==> src/rtl/alu_share_arbiter_if.sv <==
// Request/response bundle between two requesters, one consumer and the shared ALU arbiter.
// Latency: none (wires only).
// Backpressure: rsp_ready from the consumer throttles both request channels via reqN_ready.
interface alu_share_arbiter_if;
  logic       req0_valid;
  logic       req0_ready;
  logic [3:0] req0_a;
  logic [3:0] req0_b;
  logic       req0_sel;

  logic       req1_valid;
  logic       req1_ready;
  logic [3:0] req1_a;
  logic [3:0] req1_b;
  logic       req1_sel;

  logic       rsp_valid;
  logic       rsp_ready;
  logic       rsp_id;
  logic [3:0] rsp_result;
  logic       rsp_carry;
  logic       rsp_overflow;

  logic [7:0] grant_cnt0;
  logic [7:0] grant_cnt1;

  // Arbiter side
  modport slave (
    input  req0_valid, req0_a, req0_b, req0_sel,
    input  req1_valid, req1_a, req1_b, req1_sel,
    input  rsp_ready,
    output req0_ready, req1_ready,
    output rsp_valid, rsp_id, rsp_result, rsp_carry, rsp_overflow,
    output grant_cnt0, grant_cnt1
  );

  // Requester / consumer side
  modport master (
    output req0_valid, req0_a, req0_b, req0_sel,
    output req1_valid, req1_a, req1_b, req1_sel,
    output rsp_ready,
    input  req0_ready, req1_ready,
    input  rsp_valid, rsp_id, rsp_result, rsp_carry, rsp_overflow,
    input  grant_cnt0, grant_cnt1
  );
endinterface

==> src/rtl/alu_share_arbiter.sv <==
// Round-robin share of one 4-bit add/sub unit between two requesters; optional ARB_GRANT_CNT_EN counters.
// Latency: result registered, rsp_valid high right after the accepting edge; one op per cycle.
// Backpressure: a held response (rsp_valid & ~rsp_ready) drops both readies; drain+accept same cycle.
module alu_share_arbiter (
  input logic                clk,
  input logic                rst_n,
  alu_share_arbiter_if.slave bus
);

  logic       last_grant;   // requester granted on the most recent transfer
  logic       can_accept;
  logic       grant0, grant1;
  logic       xfer0, xfer1, xfer;
  logic [3:0] op_a, op_b;
  logic       op_sel;
  logic [4:0] add_full, sub_full;
  logic [3:0] alu_result;
  logic       alu_carry, alu_overflow;

  logic       rsp_valid_q;
  logic       rsp_id_q;
  logic [3:0] rsp_result_q;
  logic       rsp_carry_q;
  logic       rsp_overflow_q;

  assign can_accept = ~rsp_valid_q | bus.rsp_ready;

  // Tie goes to the requester not granted last; a lone requester always wins.
  always_comb begin
    grant0 = bus.req0_valid & (~bus.req1_valid | last_grant);
    grant1 = bus.req1_valid & (~bus.req0_valid | ~last_grant);
  end

  // rst_n gate keeps both readies low for the whole reset interval.
  assign bus.req0_ready = grant0 & can_accept & rst_n;
  assign bus.req1_ready = grant1 & can_accept & rst_n;
  assign xfer0 = bus.req0_valid & bus.req0_ready;
  assign xfer1 = bus.req1_valid & bus.req1_ready;
  assign xfer  = xfer0 | xfer1;

  // Operand mux and arithmetic on the granted requester's operands.
  always_comb begin
    op_a     = grant1 ? bus.req1_a   : bus.req0_a;
    op_b     = grant1 ? bus.req1_b   : bus.req0_b;
    op_sel   = grant1 ? bus.req1_sel : bus.req0_sel;
    add_full = {1'b0, op_a} + {1'b0, op_b};
    sub_full = {1'b0, op_a} - {1'b0, op_b};
    if (op_sel) begin
      alu_result   = sub_full[3:0];
      alu_carry    = sub_full[4];
      alu_overflow = sub_full[4];
    end else begin
      alu_result   = add_full[3:0];
      alu_carry    = add_full[4];
      alu_overflow = op_a[3] & op_b[3] & ~add_full[3];
    end
  end

  // One-deep response register; a new result takes priority over a plain drain.
  always_ff @(posedge clk or negedge rst_n) begin
    if (!rst_n) begin
      rsp_valid_q    <= 1'b0;
      rsp_id_q       <= 1'b0;
      rsp_result_q   <= 4'd0;
      rsp_carry_q    <= 1'b0;
      rsp_overflow_q <= 1'b0;
    end else if (xfer) begin
      rsp_valid_q    <= 1'b1;
      rsp_id_q       <= xfer1;
      rsp_result_q   <= alu_result;
      rsp_carry_q    <= alu_carry;
      rsp_overflow_q <= alu_overflow;
    end else if (rsp_valid_q && bus.rsp_ready) begin
      rsp_valid_q    <= 1'b0;
    end
  end

  // Round-robin pointer moves only when an operation is actually taken.
  always_ff @(posedge clk or negedge rst_n) begin
    if (!rst_n) begin
      last_grant <= 1'b1;
    end else if (xfer) begin
      last_grant <= xfer1;
    end
  end

  assign bus.rsp_valid    = rsp_valid_q;
  assign bus.rsp_id       = rsp_id_q;
  assign bus.rsp_result   = rsp_result_q;
  assign bus.rsp_carry    = rsp_carry_q;
  assign bus.rsp_overflow = rsp_overflow_q;

`ifdef ARB_GRANT_CNT_EN
  logic [7:0] cnt0_q, cnt1_q;

  // Per-requester accepted-operation counters, wrapping at 8 bits.
  always_ff @(posedge clk or negedge rst_n) begin
    if (!rst_n) begin
      cnt0_q <= 8'd0;
      cnt1_q <= 8'd0;
    end else begin
      if (xfer0) cnt0_q <= cnt0_q + 8'd1;
      if (xfer1) cnt1_q <= cnt1_q + 8'd1;
    end
  end

  assign bus.grant_cnt0 = cnt0_q;
  assign bus.grant_cnt1 = cnt1_q;
`else
  assign bus.grant_cnt0 = 8'd0;
  assign bus.grant_cnt1 = 8'd0;
`endif

endmodule

==> src/flat_wrapper.sv <==
// flat-port wrapper written by rule: the top's interface ports become plain ports
module alu_share_arbiter_flat 
  (clk, rst_n, bus_req0_valid, bus_req0_a, bus_req0_b, bus_req0_sel, bus_req1_valid, bus_req1_a, bus_req1_b, bus_req1_sel, bus_rsp_ready, bus_req0_ready, bus_req1_ready, bus_rsp_valid, bus_rsp_id, bus_rsp_result, bus_rsp_carry, bus_rsp_overflow, bus_grant_cnt0, bus_grant_cnt1);
  alu_share_arbiter_if bus_i ();
  input logic clk;
  input logic rst_n;
  input wire logic [$bits(bus_i.req0_valid)-1:0] bus_req0_valid;
  input wire logic [$bits(bus_i.req0_a)-1:0] bus_req0_a;
  input wire logic [$bits(bus_i.req0_b)-1:0] bus_req0_b;
  input wire logic [$bits(bus_i.req0_sel)-1:0] bus_req0_sel;
  input wire logic [$bits(bus_i.req1_valid)-1:0] bus_req1_valid;
  input wire logic [$bits(bus_i.req1_a)-1:0] bus_req1_a;
  input wire logic [$bits(bus_i.req1_b)-1:0] bus_req1_b;
  input wire logic [$bits(bus_i.req1_sel)-1:0] bus_req1_sel;
  input wire logic [$bits(bus_i.rsp_ready)-1:0] bus_rsp_ready;
  output wire logic [$bits(bus_i.req0_ready)-1:0] bus_req0_ready;
  output wire logic [$bits(bus_i.req1_ready)-1:0] bus_req1_ready;
  output wire logic [$bits(bus_i.rsp_valid)-1:0] bus_rsp_valid;
  output wire logic [$bits(bus_i.rsp_id)-1:0] bus_rsp_id;
  output wire logic [$bits(bus_i.rsp_result)-1:0] bus_rsp_result;
  output wire logic [$bits(bus_i.rsp_carry)-1:0] bus_rsp_carry;
  output wire logic [$bits(bus_i.rsp_overflow)-1:0] bus_rsp_overflow;
  output wire logic [$bits(bus_i.grant_cnt0)-1:0] bus_grant_cnt0;
  output wire logic [$bits(bus_i.grant_cnt1)-1:0] bus_grant_cnt1;
  assign bus_i.req0_valid = bus_req0_valid;
  assign bus_i.req0_a = bus_req0_a;
  assign bus_i.req0_b = bus_req0_b;
  assign bus_i.req0_sel = bus_req0_sel;
  assign bus_i.req1_valid = bus_req1_valid;
  assign bus_i.req1_a = bus_req1_a;
  assign bus_i.req1_b = bus_req1_b;
  assign bus_i.req1_sel = bus_req1_sel;
  assign bus_i.rsp_ready = bus_rsp_ready;
  assign bus_req0_ready = bus_i.req0_ready;
  assign bus_req1_ready = bus_i.req1_ready;
  assign bus_rsp_valid = bus_i.rsp_valid;
  assign bus_rsp_id = bus_i.rsp_id;
  assign bus_rsp_result = bus_i.rsp_result;
  assign bus_rsp_carry = bus_i.rsp_carry;
  assign bus_rsp_overflow = bus_i.rsp_overflow;
  assign bus_grant_cnt0 = bus_i.grant_cnt0;
  assign bus_grant_cnt1 = bus_i.grant_cnt1;
  alu_share_arbiter u_core (.clk(clk), .rst_n(rst_n), .bus(bus_i));
endmodule
==> config.mk <==
export PLATFORM = sky130hd
export DESIGN_NAME = alu_share_arbiter_flat
export DESIGN_NICKNAME = d
export VERILOG_FILES = /design/src/rtl/alu_share_arbiter_if.sv /design/src/rtl/alu_share_arbiter.sv /design/src/flat_wrapper.sv
export SDC_FILE = /design/constraint.sdc
export NUM_CORES = 1
export LEC_CHECK = 0
export BUFFER_PORTS_ARGS = -buffer_cell sky130_fd_sc_hd__buf_2
export CAP_MARGIN = 40
export CORE_MARGIN = 2
export CORE_UTILIZATION = 42
export CTS_BUF_LIST = sky130_fd_sc_hd__clkbuf_8
export CTS_CLUSTER_DIAMETER = 100
export CTS_CLUSTER_SIZE = 12
export DETAILED_ROUTE_END_ITERATION = 7
export PLACE_DENSITY_LB_ADDON = 0.2
export SYNTH_ARGS = -nofsm -noshare
export SYNTH_HDL_FRONTEND = slang
export SYNTH_SLANG_ARGS = --single-unit
==> constraint.sdc <==
create_clock -name clk -period 2.5 [get_ports clk]
set_input_delay 0.375 -clock clk [delete_from_list [all_inputs] [get_ports clk]]
set_output_delay 0.375 -clock clk [all_outputs]
set_load 0.05 [all_outputs]
==> summary.txt <==
STA
  – RSZ-0062 raised after global routing: no
  – Final period demand of the worst path: 2.38 ns
  – Fmax: 0.420 GHz
  – Count of final hold-check violations: 0
  – Slack of the critical path: 0.117 ns
  – Total setup violations reported at the end of the flow: 0
  – Worst setup skew after layout: 0.00195 ns
  – Final period util: 95.3%
  – Sum of negative setup slack: 0 ns
  – Number of max-slew violations in the final report: 0

Run
  – Maxcap violations: 0

Setup path
  – Worst flop-to-flop path startpoint: u_core.last_grant
  – Worst setup SP type: register
  – Path depth of the worst reg2reg path: 7
  – CP Max Fanout: 8
  – Worst setup slack for register-to-register paths: 0.12 ns
  – Reg2reg end: u_core.bus.rsp_result[3]
  – Data required time of the worst path: 2.67 ns
  – Critical path endpoint category: register
  – Worst Path Arrival: 2.55 ns
  – WS Path Type: register to register

Global routing
  – Antenna violations before repair: 0
  – First-pass GRT wire length: 2.95 mm
  – Number of global-route vias before repair: 710
  – GRT Resource Usage Total: 14.8%
  – Pin count of the biggest net entering global routing: 14
  – Global route overflow: 0

Die
  – Num ports: 49
  – Width of the die: 51.6 um
  – Vertical die dimension: 51.6 um
  – Site row count: 17
  – Die outline area: 2660 um2
  – Initial cell density of the core: 43.8%
  – Core region area: 2170 um2

Clocking
  – Number of hold-repair buffers added at the cts stage: 0
  – Clock buffers created by TritonCTS: 3
  – H-tree depth: 1
  – TritonCTS clock tree: done
  – Largest buffer count on any clock path: 2
  – # clock sinks: 9
  – Worst-Skew Late Latency: 0.23 ns
  – Clock tree root driver cell: sky130_fd_sc_hd__clkbuf_8
  – Setup Fix Bufs, Post-CTS: 0
  – Clock transition at the registers of the reported paths: 0.05 ns
  – Number of cells upsized or downsized after cts: 0

Synth
  – Mapped Area: 951 um2
  – Largest area contributor in the netlist: sky130_fd_sc_hd__dfrtp_1
  – Cell variety after synth: 34
  – Syn Area/Cell: 9.51 um2
  – Post-Syn Instances: 100
  – Number of warnings issued by yosys: 0
  – Register area share after synthesis: 23.8%
  – Share of the synthesized area in the top cell type: 21.1%
  – Top post-synthesis cells by area: sky130_fd_sc_hd__dfrtp_1 21%, sky130_fd_sc_hd__buf_4 13%, sky130_fd_sc_hd__ha_1 11%, sky130_fd_sc_hd__mux2_1 8.3%, sky130_fd_sc_hd__mux2i_1 7.4%
  – Number of synthesized register bits: 9

Place
  – Final Wtd Congestion: 0.762
  – Place WS: -0.0317 ns
  – Placed wire-length estimate after detailed placement: 1.56 mm
  – Area post-placement: 1110 um2
  – Number of port buffers: 32

Route
  – Total DRC errors in the routed layout: 0
  – Post-DR wirelength/cell: 10.9 um
  – Drt initial violations: 4
  – Sum of routed wire length over all layers: 1.82 mm
  – Length of the first detailed-routing pass in iterations: 4
  – Number of antenna-violating nets in the routed design: 0
  – Via/cell ratio: 4.60
  – Via Count: 769

Cells and area
  – Commonest non-fill, non-tap cells in the layout: 32 x sky130_fd_sc_hd__buf_2, 16 x sky130_fd_sc_hd__conb_1, 8 x sky130_fd_sc_hd__ha_1, 8 x sky130_fd_sc_hd__dfrtp_1
  – Area Growth Syn to Fin: 22.0%
  – Most common cell after layout, fill and taps aside: sky130_fd_sc_hd__buf_2
  – Net count of the finished layout: 173
  – Final cell area excluding filler cells: 1160 um2
  – Antenna diodes: 0
  – Fraction of final layout cells with drive strength greater than 1: 36.0%
  – Filler instances: 217

Run status
  – Outcome: finished clean

Pwr
  – Static Leak: 0.000632 uW
  – Ratio of total power to cell area: 737 nW/um2
  – Peak supply drop: 313 uV

Hold path
  – Hold crit path type: primary input to asynchronous set/reset pin
-- metal layers --
layer | global-route usage, % | share of wire [%] | vias to the layer above
met2 | 25.6 | 49 | 31
met5 | 0 | 0 | -
met3 | 1.72 | 6.5 | 2
li1 | - | - | 393
met1 | 17.8 | 43 | 343
met4 | 7.89 | 1.2 | 0
-- synthesized netlist by cell type --
master                     instances
sky130_fd_sc_hd__a211o_1           1
sky130_fd_sc_hd__a211oi_2          1
sky130_fd_sc_hd__a21boi_4          1
sky130_fd_sc_hd__a21o_1            1
sky130_fd_sc_hd__a21oi_1           6
sky130_fd_sc_hd__and2b_4           1
sky130_fd_sc_hd__and3_1            1
sky130_fd_sc_hd__and3_4            1
sky130_fd_sc_hd__buf_2             1
sky130_fd_sc_hd__buf_4            17
sky130_fd_sc_hd__conb_1            1
sky130_fd_sc_hd__dfrtp_1           8
sky130_fd_sc_hd__dfstp_2           1
sky130_fd_sc_hd__fa_1              2
sky130_fd_sc_hd__ha_1              8
sky130_fd_sc_hd__inv_1             6
sky130_fd_sc_hd__inv_2             2
sky130_fd_sc_hd__mux2_1            7
sky130_fd_sc_hd__mux2i_1           7
sky130_fd_sc_hd__mux2i_2           1
sky130_fd_sc_hd__nand2_1           6
sky130_fd_sc_hd__nand2b_1          1
sky130_fd_sc_hd__nand3_1           2
sky130_fd_sc_hd__nand4_1           1
sky130_fd_sc_hd__nor2b_1           1
sky130_fd_sc_hd__nor3_1            1
sky130_fd_sc_hd__nor4_1            2
sky130_fd_sc_hd__o211ai_1          1
sky130_fd_sc_hd__o21ai_0           2
sky130_fd_sc_hd__o21ai_1           4
sky130_fd_sc_hd__o21bai_1          2
sky130_fd_sc_hd__o31a_1            1
sky130_fd_sc_hd__or3_4             1
sky130_fd_sc_hd__xnor2_1           1
-- state kept, by name, summed over array words and instances, names as in the netlist --
register                 count
u_core.bus.rsp_valid         1
u_core.last_grant            1
u_core.bus.rsp_overflow      1
u_core.bus.rsp_carry         1
u_core.bus.rsp_id            1
u_core.bus.rsp_result        4
-- report_power, final --
part	switching, uW	internal, uW	leakage [uW]
clock	56.2	107	0.0000269
combinational	328	152	0.000498
sequential	22.6	190	0.000107
-- metrics by stage --
step	instances	util, %	power [uW]	hold slack (ns)
floorplan	115	-	604	0.0794
global placement	163	51.4	688	0.257
detailed placement	163	51.4	697	0.263
CTS	167	53.5	866	0.0149
global route	167	53.5	914	0.0180
finish	167	53.5	855	0.00709
-- cells by family (layout without fill, tap and decap cells) --
logic type / count (synthesis) / count (layout) / share of synthesized area (%)
other cells: 1 / 16 / 0.394
fa+ha+maj: 10 / 10 / 14.7
mux: 15 / 15 / 17.1
flops: 9 / 9 / 23.8
compound gates: 20 / 20 / 14.6
simple gates: 18 / 18 / 11.3
xor+xnor: 1 / 1 / 0.921
buf+inv: 26 / 50 / 17.1
-- critical path, cell delays in order, from the launching register on --
cell	delay, ns
sky130_fd_sc_hd__dfstp_2	0.38
sky130_fd_sc_hd__a21boi_4	0.28
sky130_fd_sc_hd__mux2_1	0.39
sky130_fd_sc_hd__ha_1	0.36
sky130_fd_sc_hd__and3_4	0.19
sky130_fd_sc_hd__or3_4	0.37
sky130_fd_sc_hd__a211oi_2	0.23
sky130_fd_sc_hd__a211o_1	0.12
-- area by class of cell --
type	instances	area, um2	share of cell area (%)
inverters	8	30.0	2.59
clock buffers	3	41.3	3.56
multi-input cells	80	618	53.3
clock inverters	1	3.75	0.324
flip-flops and latches	9	226	19.5
well taps	28	35.0	3.02
repair buffers	38	205	17.7
-- worst max-delay path by stage --
stage / startpoint / to / slack [ns] / depth (start not counted)
floorplan: u_core.last_grant / u_core.bus.rsp_result[3] / 0.09 / 8
global placement: bus_req1_valid / u_core.bus.rsp_result[3] / 0.02 / 8
detailed placement: bus_req1_valid / u_core.bus.rsp_result[3] / -0.03 / 8
CTS: u_core.last_grant / u_core.bus.rsp_result[3] / 0.09 / 7
global route: u_core.last_grant / u_core.bus.rsp_carry / 0.01 / 8
finish: u_core.last_grant / u_core.bus.rsp_result[3] / 0.12 / 7
Power figures use the tool's default switching activity.
